--- src/rtl/dac_arbiter_if.sv ---
// Channel-request / SPI-serializer bundle shared by dac_arbiter and its environment.
// master = arbiter side, slave = requesters plus serializer side.
interface dac_arbiter_if;
  logic [3:0]  req;
  logic [47:0] value;
  logic [3:0]  ack;
  logic        tx_start;
  logic [31:0] tx_frame;
  logic        tx_done;
  logic        busy;
  logic [1:0]  cur_ch;
  logic        sample_tick;
  logic        err;

  modport master (
    input  req, value, tx_done,
    output ack, tx_start, tx_frame, busy, cur_ch, sample_tick, err
  );

  modport slave (
    output req, value, tx_done,
    input  ack, tx_start, tx_frame, busy, cur_ch, sample_tick, err
  );
endinterface

--- src/rtl/dac_arbiter.sv ---
// Round-robin sequencer sharing one SPI DAC serializer among four channels, plus sample tick.
// Optional serializer watchdog is compiled in with `define DAC_ARB_TIMEOUT_EN.
module dac_arbiter #(
  parameter int unsigned DIV     = 50000,
  parameter logic [3:0]  CMD     = 4'b0011,
  parameter int unsigned TIMEOUT = 256
) (
  input  logic          i_clk,
  input  logic          i_rst_n,
  dac_arbiter_if.master bus
);

  typedef enum logic [1:0] {S_IDLE, S_LAUNCH, S_WAIT} state_t;

  localparam int unsigned CNT_W = (DIV > 2) ? $clog2(DIV) : 1;
  localparam logic [CNT_W-1:0] TICK_LAST = CNT_W'(DIV - 1);

  generate
    if (DIV < 2 || TIMEOUT < 1) begin : g_bad_param
      $error("dac_arbiter: DIV must be >= 2 and TIMEOUT >= 1");
    end
  endgenerate

  state_t           r_state, w_next;
  logic [1:0]       r_last, r_cur_ch;
  logic [31:0]      r_frame;
  logic [CNT_W-1:0] r_tick_cnt;
  logic [1:0]       w_winner, w_idx;
  logic             w_any, w_capture;
  logic [11:0]      w_sample;
  logic             w_wd_expire;

  // Round-robin search starting just after the last granted channel.
  always_comb begin
    w_winner = r_last;
    w_any    = 1'b0;
    w_idx    = 2'd0;
    for (int k = 1; k <= 4; k++) begin
      w_idx = r_last + 2'(k);
      if (!w_any && bus.req[w_idx]) begin
        w_winner = w_idx;
        w_any    = 1'b1;
      end
    end
  end

  always_comb begin
    case (w_winner)
      2'd0:    w_sample = bus.value[11:0];
      2'd1:    w_sample = bus.value[23:12];
      2'd2:    w_sample = bus.value[35:24];
      default: w_sample = bus.value[47:36];
    endcase
  end

`ifdef DAC_ARB_TIMEOUT_EN
  localparam int unsigned WD_W = $clog2(TIMEOUT + 1);
  logic [WD_W-1:0] r_wd_cnt;
  logic            r_err;

  assign w_wd_expire = (r_state == S_WAIT) && (r_wd_cnt == WD_W'(TIMEOUT - 1));

  // A tx_done coinciding with the limit counts as a normal completion.
  always_ff @(posedge i_clk or negedge i_rst_n) begin
    if (!i_rst_n) begin
      r_wd_cnt <= '0;
      r_err    <= 1'b0;
    end else begin
      if (r_state == S_LAUNCH)
        r_wd_cnt <= '0;
      else if (r_state == S_WAIT)
        r_wd_cnt <= r_wd_cnt + 1'b1;
      if (w_wd_expire && !bus.tx_done)
        r_err <= 1'b1;
    end
  end

  assign bus.err = r_err;
`else
  assign w_wd_expire = 1'b0;
  assign bus.err     = 1'b0;
`endif

  always_comb begin
    w_next    = r_state;
    w_capture = 1'b0;
    case (r_state)
      S_IDLE: begin
        if (w_any) begin
          w_next    = S_LAUNCH;
          w_capture = 1'b1;
        end
      end
      S_LAUNCH: w_next = S_WAIT;
      S_WAIT: begin
        if (bus.tx_done || w_wd_expire)
          w_next = S_IDLE;
      end
      default: w_next = S_IDLE;
    endcase
  end

  always_ff @(posedge i_clk or negedge i_rst_n) begin
    if (!i_rst_n) begin
      r_state  <= S_IDLE;
      r_last   <= 2'd3;
      r_cur_ch <= 2'd0;
      r_frame  <= 32'h0;
    end else begin
      r_state <= w_next;
      if (w_capture) begin
        r_cur_ch <= w_winner;
        r_frame  <= {8'h00, CMD, 2'b00, w_winner, w_sample, 4'h0};
      end
      if (r_state == S_LAUNCH)
        r_last <= r_cur_ch;
    end
  end

  // Free-running sample tick, independent of arbitration.
  always_ff @(posedge i_clk or negedge i_rst_n) begin
    if (!i_rst_n)
      r_tick_cnt <= '0;
    else if (r_tick_cnt == TICK_LAST)
      r_tick_cnt <= '0;
    else
      r_tick_cnt <= r_tick_cnt + 1'b1;
  end

  assign bus.ack         = (r_state == S_LAUNCH) ? (4'b0001 << r_cur_ch) : 4'b0000;
  assign bus.tx_start    = (r_state == S_LAUNCH);
  assign bus.busy        = (r_state != S_IDLE);
  assign bus.tx_frame    = r_frame;
  assign bus.cur_ch      = r_cur_ch;
  assign bus.sample_tick = (r_tick_cnt == TICK_LAST);

endmodule
--- src/flat_wrapper.sv ---
// flat-port wrapper written by rule: the top's interface ports become plain ports
module dac_arbiter_flat 
#(
  parameter int unsigned DIV     = 50000,
  parameter logic [3:0]  CMD     = 4'b0011,
  parameter int unsigned TIMEOUT = 256
)
  (i_clk, i_rst_n, bus_req, bus_value, bus_tx_done, bus_ack, bus_tx_start, bus_tx_frame, bus_busy, bus_cur_ch, bus_sample_tick, bus_err);
  dac_arbiter_if bus_i ();
  input  logic i_clk;
  input  logic i_rst_n;
  input wire logic [$bits(bus_i.req)-1:0] bus_req;
  input wire logic [$bits(bus_i.value)-1:0] bus_value;
  input wire logic [$bits(bus_i.tx_done)-1:0] bus_tx_done;
  output wire logic [$bits(bus_i.ack)-1:0] bus_ack;
  output wire logic [$bits(bus_i.tx_start)-1:0] bus_tx_start;
  output wire logic [$bits(bus_i.tx_frame)-1:0] bus_tx_frame;
  output wire logic [$bits(bus_i.busy)-1:0] bus_busy;
  output wire logic [$bits(bus_i.cur_ch)-1:0] bus_cur_ch;
  output wire logic [$bits(bus_i.sample_tick)-1:0] bus_sample_tick;
  output wire logic [$bits(bus_i.err)-1:0] bus_err;
  assign bus_i.req = bus_req;
  assign bus_i.value = bus_value;
  assign bus_i.tx_done = bus_tx_done;
  assign bus_ack = bus_i.ack;
  assign bus_tx_start = bus_i.tx_start;
  assign bus_tx_frame = bus_i.tx_frame;
  assign bus_busy = bus_i.busy;
  assign bus_cur_ch = bus_i.cur_ch;
  assign bus_sample_tick = bus_i.sample_tick;
  assign bus_err = bus_i.err;
  dac_arbiter #(.DIV(DIV), .CMD(CMD), .TIMEOUT(TIMEOUT)) u_core (.i_clk(i_clk), .i_rst_n(i_rst_n), .bus(bus_i));
endmodule
--- config.mk ---
export PLATFORM = sky130hd
export DESIGN_NAME = dac_arbiter_flat
export DESIGN_NICKNAME = d
export VERILOG_FILES = /design/src/rtl/dac_arbiter_if.sv /design/src/rtl/dac_arbiter.sv /design/src/flat_wrapper.sv
export SDC_FILE = /design/constraint.sdc
export NUM_CORES = 1
export LEC_CHECK = 0
export CORE_ASPECT_RATIO = 1.1
export CORE_MARGIN = 3
export CORE_UTILIZATION = 25
export CTS_BUF_LIST = sky130_fd_sc_hd__clkbuf_4 sky130_fd_sc_hd__clkbuf_8
export CTS_CLUSTER_DIAMETER = 60
export DETAILED_ROUTE_END_ITERATION = 10
export PLACE_DENSITY_LB_ADDON = 0.15
export SLEW_MARGIN = 20
export SYNTH_ARGS = -nofsm -noshare
export SYNTH_HDL_FRONTEND = slang
export SYNTH_SLANG_ARGS = --single-unit
--- constraint.sdc ---
create_clock -name i_clk -period 2.4 [get_ports i_clk]
set_input_delay 0.48 -clock i_clk [delete_from_list [all_inputs] [get_ports i_clk]]
set_output_delay 0.48 -clock i_clk [all_outputs]
set_load 0.05 [all_outputs]
# --- Word-level counts from Yosys, hierarchy flattened ---
# Index checks and enable logic that the tools add are counted.
word_totals:
  reg_bits: 37
  in_bits: 55
  output_inout_bits: 42
  elab_cells: 55
op_classes:
  addsub: 4
  n_lt_le_gt_ge: 4
  n_eq_ne: 7
  n_shift: 1
  n_mux: 24
  n_reduce_logical: 10
op_table:
  columns: ["op", "count"]
  rows:
  - ["12-bit case mux with 3 select lines", 1]
  - ["16-bit by 1-bit adder with 16-bit output (second input constant)", 1]
  - ["16-bit == test (second input constant)", 1]
  - ["16-bit 2-to-1 mux", 1]
  - ["2-bit by 3-bit < comparator with 1-bit output (second input constant)", 4]
  - ["2-bit 2-to-1 mux", 6]
  - ["1-bit 2-to-1 mux", 10]
  - ["1-bit binary-select mux with 2-bit select", 4]
  - ["2-bit case mux with 3 select lines", 1]
  - ["2-bit adder (second input constant)", 2]
  - ["2-bit by 1-bit == test with 1-bit output (second input constant)", 2]
  - ["2-bit == test (second input constant)", 2]
  - ["2-bit logical NOT", 2]
  - ["4-bit 2-to-1 mux", 1]
  - ["1-bit by 2-bit left shift with 4-bit output (first input constant)", 1]
  - ["1-bit logical AND", 3]
  - ["1-bit logical NOT", 3]
  - ["2-bit by 1-bit adder with 2-bit output (second input constant)", 1]
  - ["2-bit by 1-bit inequality test with 1-bit output (second input constant)", 1]
  - ["2-bit inequality test (second input constant)", 1]
  - ["2-bit AND reduction", 1]
  - ["2-bit nonzero test", 1]

# --- Longest topological paths before layout ---
# Gate-level depths: netlist of run 1.
logic_depth:
  word_depth: 15
  depth_mapped: 7
  depth_no_buf: 6

# --- Least setup slack after synthesis of run 1 ---
# No wires, ideal clock.
synth_path:
  path_kind: "register -> output"
  startpoint: "register u_core.r_cur_ch[0], in the netlist u_core.bus.cur_ch[0]"
  endpoint: "output port bus_ack[1]"
  arrival_ns: 1.921
  required_time_ns: 1.920
  setup_slack_ns: -0.001
  path_stages_with_launch: 2
  n_path_buf: 0
  cell_sequence: "dfrtp_1 nor3b_1"
synth_via:
  elab_chain_cells: 2
synth_rtl:
  columns: ["item", "line", "rtl"]
  rows:
  - ["start, declared", "dac_arbiter.sv:25", "logic [1:0] r_last, r_cur_ch;"]
  - ["start signal, assigned", "dac_arbiter.sv:112", "r_cur_ch <= w_winner;"]
  - ["1-bit by 2-bit left shift with 4-bit output", "dac_arbiter.sv:130", "assign bus.ack = (r_state == S_LAUNCH) ? (4'b0001 << r_cur_ch) : 4'b0000;"]
  - ["4-bit 2-to-1 mux", "dac_arbiter.sv:130", null]
  - ["end, declared", "flat_wrapper.sv:15", "output wire logic [$bits(bus_i.ack)-1:0] bus_ack;"]
# No other way between the ends.

# --- Worst setup path after layout of run 1 ---
layout_path:
  startpoint: "register u_core.r_tick_cnt[10]"
  endpoint: "output port bus_sample_tick"
layout_via:
  elab_chain_cells: 1
layout_rtl:
  columns: ["item", "line", "rtl"]
  rows:
  - ["start, declared", "dac_arbiter.sv:27", "logic [CNT_W-1:0] r_tick_cnt;"]
  - ["start signal, assigned", "dac_arbiter.sv:127", "r_tick_cnt <= r_tick_cnt + 1'b1;"]
  - ["16-bit == test", "dac_arbiter.sv:135", "assign bus.sample_tick = (r_tick_cnt == TICK_LAST);"]
  - ["end, declared", "flat_wrapper.sv:20", "output wire logic [$bits(bus_i.sample_tick)-1:0] bus_sample_tick;"]
# No other way between the ends.

==> results of run 1 <==
kinds of logic (layout without fill, tap and decap cells):
family / count (synthesis) / count (layout) / share of synthesized area [%]
AO/OA/AOI/OAI: 22 / 22 / 9.47
XOR/XNOR: 14 / 14 / 5.95
adder cells (fa/ha/maj): 1 / 1 / 0.607
buffers and inverters: 31 / 96 / 10.9
flip-flops: 35 / 35 / 42.6
multiplexers: 24 / 24 / 11.7
other: 1 / 17 / 0.182
AND/OR/NAND/NOR: 71 / 71 / 18.7
worst max-delay path, delay by kind of cell, from the launching register on:
family | cells | cell delay [ns]
buffers and inverters | 1 | 0.17
DFF | 1 | 0.42
and+or+nand+nor | 2 | 0.79
area by class of cell:
type / instances / area [sq um]
Sequential cell: 35 / 878
Tap cell: 108 / 135
Clock buffer: 8 / 91.3
Timing Repair Buffer: 83 / 831
Inverter: 5 / 23.8
Multi-Input combinational cell: 149 / 1020
Fill cell: 822 / 4970
synthesized netlist by cell type (3+ instances only):
master	n	area, sq um
o221ai_1	12	105
xnor2_1	7	61.3
xor2_1	7	61.3
nand2_1	26	97.6
buf_4	20	150
nand3_1	4	20.0
nand4_1	3	18.8
nor2_1	6	22.5
nor2_2	8	50.1
nor2b_1	3	18.8
buf_6	3	33.8
inv_1	4	15.0
and3_1	4	25.0
mux2i_1	24	240
dfrtp_1	33	826
nand2b_1	4	25.0
metal layers:
| metal | vias to the layer above | routed length, um | global-route usage, % | share of wire (%) |
|---|---|---|---|---|
| met1 | 778 | 2380 | 15.2 | 46 |
| met3 | 2 | 378 | 3.86 | 7.3 |
| met4 | 0 | 19 | 2.40 | 0.37 |
| met5 | - | 0 | 0 | 0 |
| li1 | 813 | - | - | - |
| met2 | 49 | 2370 | 17.4 | 46 |
flip-flops by register name, indices dropped and copies added, names as in the netlist:
signal / count
u_core.bus.cur_ch: 1
u_core.bus.tx_frame: 14
u_core.r_last: 2
u_core.r_state: 2
u_core.r_tick_cnt: 16
timing repair:
item / 4_1_cts / 5_1_grt
endpoints found under the setup margin: 0 / 1
resized for setup: 0 / 1
setup buffers: 0 / 0
stage by stage:
| stage | worst slack, ns | std cells | utilization, % |
|---|---|---|---|
| final | 0.260 | 388 | 37.5 |
| after global routing | 0.189 | 388 | 37.5 |
| after CTS | 0.0624 | 388 | 37.5 |
| after detailed placement | 0.150 | 380 | 36.3 |
| after global placement | 0.154 | 380 | 36.3 |
| after floorplan | 0.151 | 215 | - |
final timing paths:
kind	from	endpoint	slack [ns]
max	u_core.r_tick_cnt[10]$_DFF_PN0_	bus_sample_tick	0.26
min	i_rst_n	u_core.r_tick_cnt[15]$_DFF_PN0_	0.29
max reg2reg	u_core.r_last[1]$_DFFE_PN1P_	u_core.bus.tx_frame[13]$_DFFE_PN0P_	0.63
min reg2reg	u_core.r_tick_cnt[0]$_DFF_PN0_	u_core.r_tick_cnt[0]$_DFF_PN0_	0.47
max in group asynchronous	i_rst_n	u_core.r_state[1]$_DFFE_PN0P_	1.58
min in group i_clk	u_core.r_tick_cnt[0]$_DFF_PN0_	u_core.r_tick_cnt[0]$_DFF_PN0_	0.47
report_power, final:
| group | internal [W] | switching, W | total [W] |
|---|---|---|---|
| Combinational | 0.000699 | 0.00118 | 0.00188 |
| Clock | 0.000240 | 0.000199 | 0.000439 |
| Sequential | 0.000756 | 0.000120 | 0.000875 |
| Total | 0.00169 | 0.00150 | 0.00320 |
==> run summary, run 1 <==
Reg2Reg Depth: 5
Syn-to-layout area delta: 44.7%
Die X: 92.6 um
worst slew pin tran: 0.817 ns
CP peak stage delay: 0.56 ns
number of I/O pins: 97
Worst Skew: 0.00865 ns
DRC Markers: 0
Achievable Freq: 467 MHz
leading cell type in the layout, fill and taps excluded: clkdlybuf4s50_1
overall die area: 9370 sq um
status: complete, no violations
CP required: 1.92 ns
most frequent cells in the layout: clkdlybuf4s50_1, dfrtp_1, nand2_1, mux2i_1, conb_1
pin count of the biggest net entering global routing: 36
vias: 1642
CTS Hold Bufs: 0
Rows: 34
Chip Height: 101 um
yosys warns: 0
IO buf count: 79
nets@finish: 335
root buffer cell: clkbuf_8
peak supply drop: 0.272 mV
total grt overflow: 0
worst-path maximum fanout: 4
H-tree lvl count: 2
startpoint types: flip-flop
crit-path cells: or4b_4, nor3_4, buf_12
min-delay worst type: input pin to asynchronous set/reset pin
pwr dens: 1070 nW/um^2
initial drt markers: 51
post-DP HPWL: 3.83 mm
CP max stage cell: or4b_4
WL per Instance: 13.3 um
Final GP Congestion: 0.744
CP endpoint kind: output port
Max Cap Viol: 0
cell area after layout: 2980 sq um
GRT Resource Usage Total: 11.2%
clk slew on worst S/H paths: 0.07 ns
Power Total: 0.00320 W
CTS buffer count: 5
number of detailed-route iterations in the first pass: 4
Primary FF master, synth: dfrtp_1
Via-to-Cell Ratio: 4.23
initial antenna violation count: 0
Arr. time, crit path: 1.66 ns
CTS Sinks: 35
Lkg Pwr: 1.35 nW
fin crit period: 2.14 ns
vias in the first global route: 1637
Setup TNS Final: 0 ns
placed inst area: 2890 sq um
Async SR Flop Fraction: 100%
CTS tree: built
final WL: 5.15 mm
Synth cell types: 42
Crit Path Category: flip-flop to output port
clk buf depth: 2
Slew HR: 45.5%
hold_ws: 0.294 ns
Final Hold Fails: 0
post-synthesis cell count: 199
Mapped Area: 2060 sq um
post-synthesis register bit count: 35
first-pass GRT wire length: 8.34 mm
Seq/Total Area, Yosys: 42.6%
fin crit share: 89.2%
fin. max-slew vios: 0
Synth Area per Inst: 10.4 sq um
Antenna Nets Post-Route: 0
number of synthesized flops with an enable pin: 0
share of cells above drive strength 1: 13.6%
Skew-Pair Late Insertion Delay: 0.28 ns
RSZ-0062 raised after global routing: no
Core Region: 7960 sq um
Antenna Diode Count: 0
Starting Density: 25.9%
final-report setup violation count: 0
(Power assumes the default switching activity.)
==> run 2, diff against run 1 <==
CORE_MARGIN = 8   (was 3)
MAX_ROUTING_LAYER = met4   (was not set)
SETUP_SLACK_MARGIN = 0.1   (was not set)
==> run 2 against run 1 <==
Against the previous run: cell count rose by 0.26%; utilization is 0.36 points higher; setup slack got worse by 0.011 ns; largest cell class unchanged; clock skew down 0.0021 ns; fmax decreased by 0.51%; first-iteration DRC count down 57%; register-to-register slack worse by 0.03 ns; flip-flop and latch count unchanged; sequential share of layout area shrank 0.28 points; largest power group unchanged; via count is 0.85% higher.
==> run summary, run 2 (synthesis results as in run 1) <==
status: complete, no violations
leading cell type in the layout, fill and taps excluded: clkdlybuf4s50_1
postcts setup bufs: 0 (unchanged)
Starting Density: 25.9% (unchanged)
CTS Sinks: 35 (unchanged)
Power Total: 0.00332 W (+3.9%)
Lkg Pwr: 1.35 nW (+0.28%)
root buffer cell: clkbuf_8
r2r endpoint: u_core.bus.tx_frame[5]$_DFFE_PN0P_
nets@finish: 336 (+0.30%)
IO buf count: 79 (unchanged)
Setup TNS Final: 0 ns (unchanged)
number of detailed-route iterations in the first pass: 4 (unchanged)
DP Worst Slack: 0.119 ns (-0.0308 ns)
CTS buffer count: 5 (unchanged)
Antenna Nets Post-Route: 0 (unchanged)
overall die area: 11400 sq um (+22%)
Syn-to-layout area delta: 46.1%
Slew HR: 45.5% (about the same)
worst-path maximum fanout: 4 (unchanged)
worst r2r src: u_core.r_last[1]$_DFFE_PN1P_
CP endpoint kind: output port
Max Cap Viol: 0 (unchanged)
worst slew pin tran: 0.817 ns (+0.000197 ns)
fin crit period: 2.15 ns (+0.0109 ns)
Biggest register: u_core.r_tick_cnt
Worst Skew: 0.00657 ns (-0.00208 ns)
initial drt markers: 22 (-57%)
min-delay worst type: input pin to asynchronous set/reset pin
H-tree lvl count: 2 (unchanged)
share of cells above drive strength 1: 14.2% (+0.66 points)
WL per Instance: 14.9 um (+13%)
fin crit share: 89.6% (+0.46 points)
final WL: 5.81 mm (+13%)
clk buf depth: 2 (unchanged)
fin. max-slew vios: 0 (unchanged)
total grt overflow: 0 (unchanged)
RSZ-0062 raised after global routing: no
Post-CTS Resized: 0 (unchanged)
final-report setup violation count: 0 (unchanged)
initial antenna violation count: 0 (unchanged)
crit-path cells: or4b_4, nor3_4, buf_12
most frequent cells in the layout: clkdlybuf4s50_1, dfrtp_1, nand2_1, mux2i_1, conb_1
Crit Path Category: flip-flop to output port
CP peak stage delay: 0.56 ns (about the same)
CP required: 1.92 ns (about the same)
first-pass GRT wire length: 9.07 mm (+8.8%)
Core Region: 7960 sq um (unchanged)
Chip Height: 111 um (+9.9%)
Skew-Pair Late Insertion Delay: 0.28 ns (about the same)
CP max stage cell: or4b_4
Arr. time, crit path: 1.67 ns (about the same)
vias: 1656 (+0.85%)
CTS tree: built
pin count of the biggest net entering global routing: 36 (unchanged)
number of I/O pins: 97 (unchanged)
clk slew on worst S/H paths: 0.07 ns (about the same)
Rows: 34 (unchanged)
CTS Hold Bufs: 0 (unchanged)
GRT Resource Usage Total: 10.3% (-0.91 points)
Reg2Reg Depth: 5 (unchanged)
Setup WS post-layout: 0.249 ns (-0.0109 ns)
Final GP Congestion: 0.762 (+2.4%)
Antenna Diode Count: 0 (unchanged)
Achievable Freq: 465 MHz (-0.51%)
hold_ws: 0.288 ns (-0.00641 ns)
Worst R2R Setup Slack: 0.60 ns (-0.03 ns)
Via-to-Cell Ratio: 4.26 (+0.59%)
pwr dens: 1100 nW/um^2 (+2.9%)
DRC Markers: 0 (unchanged)
max reg flops: 16 (unchanged)
startpoint types: flip-flop
vias in the first global route: 1695 (+3.5%)
post-DP HPWL: 4.40 mm (+15%)
Final Hold Fails: 0 (unchanged)
peak supply drop: 0.300 mV (+10%)
Die X: 103 um (+11%)
==> run 2: changes by cell type in the layout (fill, tap and decap cells not counted) <==
cell / delta
clkbuf_8: +1
clkbuf_4: -3
bufinv_16: +1
dlymetal6s2s_1: -1
clkinv_2: +1
buf_4: +2
==> run 2: through the flow <==
stage          util [%]  area [sq um]  std cells
2_1_floorplan         -          2130        215
3_3_place_gp       36.4          2900        381
3_5_place_dp       36.4          2900        381
4_1_cts            37.9          3010        389
5_1_grt            37.9          3010        389
6_report           37.9          3010        389
==> run 2: layout make-up <==
cell class	count	area (sq um)
clock buffers	6	82.6
clock inverters	2	35.0
fillers	821	4940
inverters	5	23.8
multi-input cells	149	1020
flip-flops and latches	35	878
well taps	108	135
repair buffers	84	833
==> run 2: worst max-delay path, delay by kind of cell, from the launching register on <==
kind          cells  cell delay [ns]
buf+inv           1             0.17
simple gates      2             0.80
flops             1             0.42
==> run 2: worst max-delay path by stage <==
stage | start | end | slack [ns] | cells after the start
after floorplan | u_core.bus.cur_ch[0]$_DFFE_PN0P_ | bus_ack[0] | 0.15 | 1
after global placement | bus_req[0] | u_core.bus.tx_frame[12]$_DFFE_PN0P_ | 0.16 | 7
after detailed placement | bus_req[1] | u_core.bus.tx_frame[12]$_DFFE_PN0P_ | 0.12 | 6
final | u_core.r_tick_cnt[10]$_DFF_PN0_ | bus_sample_tick | 0.25 | 3
after global routing | u_core.r_tick_cnt[10]$_DFF_PN0_ | bus_sample_tick | 0.19 | 3
after CTS | u_core.r_tick_cnt[10]$_DFF_PN0_ | bus_sample_tick | 0.23 | 3
==> run 2: metal layers <==
metal  share of wire [%]  global-route usage, %
met1                  45                   12.5
met2                  45                   15.8
met3                 9.2                   3.52
met4                0.69                   2.65
met5                   0                      -
==> run 2: where the power goes <==
group          total [W]  internal, W  switching, W
logic            0.00189     0.000698       0.00119
registers       0.000876     0.000755      0.000121
clock network   0.000555     0.000336      0.000219
==> run 3, diff against run 2 <==
CTS_CLUSTER_SIZE = 28   (was not set)
clock period = 2.5 ns   (was 2.4 ns; I/O delays follow)
==> run 3 against run 2 <==
Against the previous run: flip-flop and latch count is the same; hold slack improved by 0.015 ns; die area stayed put; global-route usage decreased by 0.33 points; critical path depth unchanged; design area shrank 0.96%; critical path type unchanged; highest routed layer unchanged.
==> run summary, run 3 (synthesis results as in run 1) <==
Via-to-Cell Ratio: 4.25 (-0.17%)
worst slew pin tran: 0.813 ns (-0.00429 ns)
nets@finish: 335 (-0.30%)
final WL: 5.65 mm (-2.9%)
Finished Layout Cells: 388 (-0.26%)
clk buf depth: 2 (unchanged)
overall die area: 11400 sq um (unchanged)
number of I/O pins: 97 (unchanged)
Biggest register: u_core.r_tick_cnt
pin count of the biggest net entering global routing: 36 (unchanged)
Placed Cells: 380 (-0.26%)
peak supply drop: 0.307 mV (+2.5%)
Slew HR: 45.8% (+0.29 points)
CTS Sinks: 35 (unchanged)
Achievable Freq: 462 MHz
Lkg Pwr: 1.35 nW (-0.30%)
Skew-Pair Late Insertion Delay: 0.29 ns (about the same)
CTS Hold Bufs: 0 (unchanged)
root buffer cell: clkbuf_8
Worst Skew: 0.00836 ns (+0.00178 ns)
fin crit period: 2.17 ns
Syn-to-layout area delta: 44.7%
share of cells above drive strength 1: 12.9% (-1.4 points)
max reg flops: 16 (unchanged)
status: complete, no violations
startpoint types: flip-flop
Rows: 34 (unchanged)
RSZ-0062 raised after global routing: no
clk slew on worst S/H paths: 0.08 ns (about the same)
Antenna Diode Count: 0 (unchanged)
vias in the first global route: 1674 (-1.2%)
Chip Height: 111 um (unchanged)
initial antenna violation count: 0 (unchanged)
most frequent cells in the layout: clkdlybuf4s50_1, dfrtp_1, nand2_1, mux2i_1, conb_1
post-DP HPWL: 4.31 mm (-2.2%)
Final Hold Fails: 0 (unchanged)
first-pass GRT wire length: 8.65 mm (-4.6%)
H-tree lvl count: 2 (unchanged)
DRC Markers: 0 (unchanged)
Final GP Congestion: 0.746 (-2.1%)
Max Cap Viol: 0 (unchanged)
CP max stage cell: or4b_4
WL per Instance: 14.5 um (-2.7%)
CP peak stage delay: 0.56 ns (about the same)
Arr. time, crit path: 1.67 ns (about the same)
total grt overflow: 0 (unchanged)
GRT Resource Usage Total: 9.97% (-0.33 points)
Core Region: 7960 sq um (unchanged)
Antenna Nets Post-Route: 0 (unchanged)
CP required: 2.00 ns (+0.08 ns)
pwr dens: 1030 nW/um^2 (-6.5%)
final-report setup violation count: 0 (unchanged)
fin. max-slew vios: 0 (unchanged)
Die X: 103 um (unchanged)
CTS tree: built
Crit Path Category: flip-flop to output port
CP endpoint kind: output port
initial drt markers: 38 (+73%)
Starting Density: 25.9% (unchanged)
Setup TNS Final: 0 ns (unchanged)
CTS buffer count: 5 (unchanged)
crit-path cells: or4b_4, nor3_4, buf_12
fin crit share: 86.6%
min-delay worst type: input pin to asynchronous set/reset pin
fillers: 819 (-0.24%)
vias: 1649 (-0.42%)
IO buf count: 79 (unchanged)
number of detailed-route iterations in the first pass: 4 (unchanged)
worst-path maximum fanout: 4 (unchanged)
leading cell type in the layout, fill and taps excluded: clkdlybuf4s50_1
==> run 3: cell type report <==
cell class              instances  area (sq um)  share of cell area, %
inverters                       5          23.8                  0.797
clock inverters                 2          12.5                  0.419
well taps                     108           135                   4.53
flip-flops and latches         35           878                   29.4
clock buffers                   6          76.3                   2.56
multi-input cells             149          1020                   34.3
repair buffers                 83           833                   27.9
==> run 3: worst paths after layout <==
check | from | end | slack [ns] | cells after the start
min | i_rst_n | u_core.r_tick_cnt[12]$_DFF_PN0_ | 0.30 | 1
max | u_core.r_tick_cnt[10]$_DFF_PN0_ | bus_sample_tick | 0.33 | 3
min reg2reg | u_core.r_tick_cnt[0]$_DFF_PN0_ | u_core.r_tick_cnt[0]$_DFF_PN0_ | 0.47 | 1
max reg2reg | u_core.r_last[1]$_DFFE_PN1P_ | u_core.bus.tx_frame[6]$_DFFE_PN0P_ | 0.66 | 5
max in group asynchronous | i_rst_n | u_core.r_tick_cnt[13]$_DFF_PN0_ | 1.69 | 1
min in group i_clk | u_core.r_tick_cnt[0]$_DFF_PN0_ | u_core.r_tick_cnt[0]$_DFF_PN0_ | 0.47 | 1
==> run 3: critical path, delay by kind of cell, from the launching register on <==
family | cells | cell delay (ns)
simple gates | 2 | 0.80
flops | 1 | 0.41
buf+inv | 1 | 0.17
==> run 3: per-stage QoR <==
stage | utilization, % | power (W) | setup WS, ns | instance area, sq um | hold WS (ns)
3_3_place_gp | 36.4 | 0.00270 | 0.245 | 2900 | 0.453
6_report | 37.5 | 0.00308 | 0.334 | 2980 | 0.303
4_1_cts | 37.5 | 0.00313 | 0.119 | 2980 | 0.325
3_5_place_dp | 36.4 | 0.00270 | 0.221 | 2900 | 0.458
2_1_floorplan | - | 0.00216 | 0.231 | 2130 | 0.204
5_1_grt | 37.5 | 0.00325 | 0.276 | 2980 | 0.363
==> run 3: power by group <==
part	total, W	internal [W]	switching, W	leakage, nW
clock network	0.000420	0.000206	0.000214	0.0446
registers	0.000839	0.000725	0.000115	0.436
logic	0.00182	0.000668	0.00115	0.869
total	0.00308	0.00160	0.00148	1.35
==> run 3: timing repair <==
action,in CTS,in global routing
endpoints found under the setup margin,2,1
buffers inserted,0,0
gates resized for setup,2,1
==> run 3: per-layer routing <==
metal	global-route usage, %	vias up	part of all wire (%)
li1	-	816	-
met1	12.1	762	46
met2	15.3	63	45
met3	3.14	8	8.3
met4	2.94	0	1.0
met5	-	-	0
